`config.mk`:
```
export PLATFORM = sky130hd
export DESIGN_NAME = i2c_master_wr_flat
export DESIGN_NICKNAME = d
export VERILOG_FILES = /design/src/rtl/i2c_master_wr_if.sv /design/src/rtl/i2c_master_wr.sv /design/src/flat_wrapper.sv
export SDC_FILE = /design/constraint.sdc
export NUM_CORES = 1
export LEC_CHECK = 0
export CORE_MARGIN = 1
export CORE_UTILIZATION = 50
export CTS_BUF_LIST = sky130_fd_sc_hd__clkbuf_4 sky130_fd_sc_hd__clkbuf_8 sky130_fd_sc_hd__clkbuf_16
export DETAILED_ROUTE_END_ITERATION = 7
export DONT_BUFFER_PORTS = 1
export MAX_ROUTING_LAYER = met4
export PLACE_DENSITY = 0.67
export SYNTH_ARGS = -nofsm -noshare
export SYNTH_HDL_FRONTEND = slang
export SYNTH_SLANG_ARGS = --single-unit
```
`constraint.sdc`:
```
create_clock -name clk -period 6.2 [get_ports clk]
set_clock_uncertainty 0.05 [all_clocks]
set_input_delay 1.86 -clock clk [delete_from_list [all_inputs] [get_ports clk]]
set_output_delay 1.86 -clock clk [all_outputs]
set_load 0.03 [all_outputs]
```
`src/rtl/i2c_master_wr_if.sv`:
```
// Bus and handshake bundle for the single-byte I2C write initiator.
// The master modport is the initiator's view; the slave modport is the system/bench view.
interface i2c_master_wr_if;
    logic       start;
    logic [6:0] slave_addr;
    logic [7:0] wr_data;
    logic       sda_in;
    logic       scl;
    logic       sda_out;
    logic       busy;
    logic       done;
    logic       ack_err;
    logic [2:0] dbg_state;

    modport master (
        input  start, slave_addr, wr_data, sda_in,
        output scl, sda_out, busy, done, ack_err, dbg_state
    );

    modport slave (
        output start, slave_addr, wr_data, sda_in,
        input  scl, sda_out, busy, done, ack_err, dbg_state
    );
endinterface

```
`src/rtl/i2c_master_wr.sv`:
```
// Single-byte I2C write initiator: START, address+W, ACK, data byte, ACK, STOP.
// Handshake: start is sampled only while busy=0 and done=0; done pulses for one cycle as busy falls.
module i2c_master_wr #(
    parameter int CLK_DIV = 125
) (
    input  logic               clk,
    input  logic               rst,
    i2c_master_wr_if.master    bus
);
    localparam int             DW      = $clog2(CLK_DIV);
    localparam logic [DW-1:0]  DIV_MAX = DW'(CLK_DIV - 1);

    localparam logic [2:0] IDLE  = 3'd0;
    localparam logic [2:0] START = 3'd1;
    localparam logic [2:0] ADDR  = 3'd2;
    localparam logic [2:0] ACK1  = 3'd3;
    localparam logic [2:0] DATA  = 3'd4;
    localparam logic [2:0] ACK2  = 3'd5;
    localparam logic [2:0] STOP  = 3'd6;

    logic [2:0]    state_q, state_d;
    logic [DW-1:0] div_q, div_d;
    logic [1:0]    q_q, q_d;
    logic [2:0]    bit_q, bit_d;
    logic [6:0]    addr_q, addr_d;
    logic [7:0]    data_q, data_d;
    logic          scl_q, scl_d;
    logic          sda_q, sda_d;
    logic          busy_q, busy_d;
    logic          done_q, done_d;
    logic          err_q, err_d;
    logic          tick;
    logic [7:0]    addr_byte;

    assign tick = busy_q && (div_q == DIV_MAX);

    always_comb begin
        state_d   = state_q;
        div_d     = div_q;
        q_d       = q_q;
        bit_d     = bit_q;
        addr_d    = addr_q;
        data_d    = data_q;
        busy_d    = busy_q;
        done_d    = 1'b0;
        err_d     = err_q;
        scl_d     = 1'b1;
        sda_d     = 1'b1;
        addr_byte = 8'h00;

        if (busy_q) begin
            div_d = tick ? '0 : div_q + DW'(1);
        end

        if (state_q == IDLE) begin
            // The done cycle itself is still closing the previous transfer.
            if (bus.start && !done_q) begin
                state_d = START;
                div_d   = '0;
                q_d     = 2'd0;
                bit_d   = 3'd7;
                addr_d  = bus.slave_addr;
                data_d  = bus.wr_data;
                busy_d  = 1'b1;
                err_d   = 1'b0;
            end
        end else if (tick) begin
            q_d = q_q + 2'd1;
            if ((state_q == ACK1 || state_q == ACK2) && q_q == 2'd2 && bus.sda_in) begin
                err_d = 1'b1;
            end
            if (q_q == 2'd3) begin
                case (state_q)
                    START: begin
                        state_d = ADDR;
                        bit_d   = 3'd7;
                    end
                    ADDR: begin
                        if (bit_q == 3'd0) state_d = ACK1;
                        else               bit_d   = bit_q - 3'd1;
                    end
                    ACK1: begin
                        // err_q here holds the ACK1 sample taken at the end of q2.
                        state_d = err_q ? STOP : DATA;
                        bit_d   = 3'd7;
                    end
                    DATA: begin
                        if (bit_q == 3'd0) state_d = ACK2;
                        else               bit_d   = bit_q - 3'd1;
                    end
                    ACK2: state_d = STOP;
                    STOP: begin
                        state_d = IDLE;
                        busy_d  = 1'b0;
                        done_d  = 1'b1;
                    end
                    default: state_d = IDLE;
                endcase
            end
        end

        // Line levels are registered from the next slot/phase so SCL and SDA never glitch.
        addr_byte = {addr_d, 1'b0};
        case (state_d)
            START: begin
                scl_d = 1'b1;
                sda_d = (q_d < 2'd2);
            end
            ADDR: begin
                scl_d = q_d[1];
                sda_d = addr_byte[bit_d];
            end
            DATA: begin
                scl_d = q_d[1];
                sda_d = data_d[bit_d];
            end
            ACK1, ACK2: begin
                scl_d = q_d[1];
                sda_d = 1'b1;
            end
            STOP: begin
                scl_d = q_d[1];
                sda_d = (q_d == 2'd3);
            end
            default: begin
                scl_d = 1'b1;
                sda_d = 1'b1;
            end
        endcase
    end

    always_ff @(posedge clk or posedge rst) begin
        if (rst) begin
            state_q <= IDLE;
            div_q   <= '0;
            q_q     <= 2'd0;
            bit_q   <= 3'd7;
            addr_q  <= 7'd0;
            data_q  <= 8'd0;
            scl_q   <= 1'b1;
            sda_q   <= 1'b1;
            busy_q  <= 1'b0;
            done_q  <= 1'b0;
            err_q   <= 1'b0;
        end else begin
            state_q <= state_d;
            div_q   <= div_d;
            q_q     <= q_d;
            bit_q   <= bit_d;
            addr_q  <= addr_d;
            data_q  <= data_d;
            scl_q   <= scl_d;
            sda_q   <= sda_d;
            busy_q  <= busy_d;
            done_q  <= done_d;
            err_q   <= err_d;
        end
    end

    assign bus.scl       = scl_q;
    assign bus.sda_out   = sda_q;
    assign bus.busy      = busy_q;
    assign bus.done      = done_q;
    assign bus.ack_err   = err_q;
    assign bus.dbg_state = state_q;
endmodule

```
`src/flat_wrapper.sv`:
```
// flat-port wrapper written by rule: the top's interface ports become plain ports
module i2c_master_wr_flat 
#(
    parameter int CLK_DIV = 125
)
  (clk, rst, bus_start, bus_slave_addr, bus_wr_data, bus_sda_in, bus_scl, bus_sda_out, bus_busy, bus_done, bus_ack_err, bus_dbg_state);
  i2c_master_wr_if bus_i ();
  input  logic clk;
  input  logic rst;
  input wire logic [$bits(bus_i.start)-1:0] bus_start;
  input wire logic [$bits(bus_i.slave_addr)-1:0] bus_slave_addr;
  input wire logic [$bits(bus_i.wr_data)-1:0] bus_wr_data;
  input wire logic [$bits(bus_i.sda_in)-1:0] bus_sda_in;
  output wire logic [$bits(bus_i.scl)-1:0] bus_scl;
  output wire logic [$bits(bus_i.sda_out)-1:0] bus_sda_out;
  output wire logic [$bits(bus_i.busy)-1:0] bus_busy;
  output wire logic [$bits(bus_i.done)-1:0] bus_done;
  output wire logic [$bits(bus_i.ack_err)-1:0] bus_ack_err;
  output wire logic [$bits(bus_i.dbg_state)-1:0] bus_dbg_state;
  assign bus_i.start = bus_start;
  assign bus_i.slave_addr = bus_slave_addr;
  assign bus_i.wr_data = bus_wr_data;
  assign bus_i.sda_in = bus_sda_in;
  assign bus_scl = bus_i.scl;
  assign bus_sda_out = bus_i.sda_out;
  assign bus_busy = bus_i.busy;
  assign bus_done = bus_i.done;
  assign bus_ack_err = bus_i.ack_err;
  assign bus_dbg_state = bus_i.dbg_state;
  i2c_master_wr #(.CLK_DIV(CLK_DIV)) u_core (.clk(clk), .rst(rst), .bus(bus_i));
endmodule
```
==> summary.md <==
| Metric | Value |
|---|---|
| Post-Route WL | `3746 um` |
| Fillcell total | `355` |
| Worst setup EP type | `flip-flop` |
| Synth top area share | `38.73%` |
| Vias | `1,467` |
| Max IR drop VDD | `0.0001554 V` |
| NumNets Final | `239` |
| Synth area leaders | `dfrtp_1 39%, nand2_1 11%, dfstp_2 6.8%` |
| Routed WL per cell | `14.24 um` |
| Final core occ | `56.07%` |
| Max-cap viol count | `0` |
| Post-synth EDFFs | `0` |
| Max Buffers Root-to-Sink | `2` |
| LEAKAGE | `1.048 nW` |
| ANT cells | `0` |
| Setup Buffers After CTS | `0` |
| Layout cells sized above 1 | `15.35%` |
| Vias in the first global route | `1,432` |
| Max incr delay on CP | `0.50 ns` |
| CTS tree | `done` |
| WHS | `0.4201 ns` |
| GRT Residual Overflow | `0` |
| # H-tree levels | `2` |
| Synthesized area | `0.001938 mm^2` |
| DRC | `0` |
| Distinct cells, synth | `47` |
| Setup WS pre-CTS | `2.317 ns` |
| Power Density | `250.3 mW/mm^2` |
| I/O pins | `27` |
| First-pass GRT wire length | `6230 um` |
| Yosys reg bits | `35` |
| Finish-stage setup viols | `0` |
| Sequential share of the synthesized area | `45.51%` |
| Worst Tran Pin Value | `0.6325 ns` |
| Clock transition at path regs | `0.07 ns` |
| Status | `finished clean` |
| Slowest-stage cell, CP | `or3_4` |
| Die ar. | `0.004129 mm^2` |
| Cell depth of the worst hold path | `2` |
| Clk root buf | `clkbuf_8` |
| First-pass DRT Iterations | `4` |
| Total GRT Usage | `20.90%` |
| Vias per inst | `5.578` |
| Num CTS Buffers | `5` |
| Die Y | `64.26 um` |
| Post-cts repair resize count | `0` |
| Post-synth ARST share | `100.0%` |
| Die width | `64.26 um` |
| GP Congestion | `0.8596` |
| Max Clock Freq | `0.2792 GHz` |
| DRT iter0 DRCs | `76` |
| Largest net degree at the start of global routing | `36` |
| Antenna violations before repair | `0` |
| Crit path kind | `input pin to flip-flop` |
| Synth area leader | `dfrtp_1` |
| Post-layout minimum cycle time | `3.582 ns` |
| Final HPWL DP | `2697 um` |
| CP max FO | `21` |
| List of most frequent post-synthesis cells | `58 x nand2_1, 30 x dfrtp_1, 13 x inv_1` |
| Slew HR | `57.83%` |
| Routed Antenna Nets | `0` |
| Syn avg cell area | `9.099 um^2` |
| Most frequent CP cell | `mux2i_1` |
| Final Hold Vio Count | `0` |
| Crit path launch type | `input pin` |
| Setup ws final | `2.618 ns` |
| Num rows | `22` |
| CP cell instances | `or2b_1 > or3_4 > nand2_1 > o21ai_2 > inv_2 > mux2i_1 > mux2i_1 > o22ai_1 > or3_1 > o211ai_2` |
| Syn. warnings | `0` |
| RSZ-0062 raised after global routing | `false` |
| Area Overhead vs Synth | `6.714%` |
| CTS Sinks | `35` |
| HP Class | `flip-flop to flip-flop` |
| # port buffers | `0` |
| Core area | `0.003689 mm^2` |
| Worst endpoint required time | `6.37 ns` |
| Hold Buf Count CTS | `0` |
| Clk Latency, worst-skew pair | `0.29 ns` |
| Top-count cell post-synth | `nand2_1` |
| Syn nets | `238` |
| Final worst-path cycle share | `57.77%` |
| WP data arrival | `3.75 ns` |
| Primary FF master, synth | `dfrtp_1` |
| Worst-case reg-to-reg path depth | `9` |
| Starting Density | `52.54%` |
| Fin Setup TNS | `0 ns` |
| Syn Inst Count | `213` |
| Max Slew Vio Count | `0` |
## power breakdown
part / switching, mW / total [mW] / internal, mW
Combinational: 0.0308 / 0.0556 / 0.0248
Clock: 0.0801 / 0.186 / 0.106
Sequential: 0.0252 / 0.276 / 0.251
## worst max-delay path: cells and delay by family
kind	cells	cell delay, ns
and+or+nand+nor	4	1.25
AOI/OAI and AO/OA	3	0.28
muxes	2	0.24
buffers and inverters	1	0.11
## placed cells by master, fill, tap and decap left out, drive strengths merged, types with 6 or more instances in the layout
cell type	n
clkbuf	8
inv	14
nor2	13
nor3	6
nand2	61
dfrtp	30
ha	6
mux2i	11
nand3	9
a21oi	6
## metrics by stage
stage / instances / total power [mW] / cell area (um^2)
3_3_place_gp: 255 / 0.3324 / 1964
4_1_cts: 263 / 0.5248 / 2068
6_report: 263 / 0.5176 / 2068
3_5_place_dp: 255 / 0.3369 / 1964
2_1_floorplan: 213 / 0.3218 / 1938
5_1_grt: 263 / 0.5431 / 2068
## kinds of logic (layout without fill, tap and decap cells)
group           count (synthesis)  in the layout  synth area share [%]
flops                          35             35                 45.51
xor+xnor                        6              6                 2.711
simple gates                  110            110                 27.63
mux                            13             13                 7.230
compound gates                 21             21                 7.553
buf+inv                        22             24                 5.487
fa+ha+maj                       6              6                 3.873
## worst paths after layout
check / slack [ns] / end / startpoint
worst max-delay path: 2.62 / u_core.bus.sda_out / bus_start
worst min-delay path: 0.42 / u_core.data_q[2] / u_core.data_q[2]
worst max register to register: 3.46 / u_core.bus.sda_out / u_core.bus.busy
worst min register to register: 0.42 / u_core.data_q[2] / u_core.data_q[2]
max in group asynchronous: 4.26 / u_core.bit_q[1] / rst
min in group asynchronous: 1.50 / u_core.q_q[1] / rst
## cell type report
cell class / count / area [um^2] / area share (%)
clock buffers: 8 / 103.9 / 5.021
inverters: 14 / 52.55 / 2.541
multi-input cells: 156 / 954.7 / 46.16
flip-flops and latches: 35 / 882.1 / 42.65
well taps: 48 / 60.06 / 2.904
repair buffers: 2 / 15.01 / 0.7260
## routing by layer
layer  vias up  share of wire [%]  wire [um]  GRT usage [%]
li1        707                  -          -              -
met1       712                 44       1645          23.54
met2        36                 48       1798          33.42
met3        12                4.6        171          5.000
met4         0                3.5        131          12.78
met5         -                  0          0              -
## sequential cells by signal, indices dropped and copies added (netlist names)
name,flops
u_core.bus.sda_out,1
u_core.q_q,2
u_core.div_q,7
u_core.bit_q,3
u_core.bus.done,1
u_core.bus.ack_err,1
u_core.bus.scl,1
u_core.bus.busy,1
u_core.data_q,8
u_core.bus.dbg_state,3
u_core.addr_q,7
Note: power is estimated with default switching activity, not from simulation.
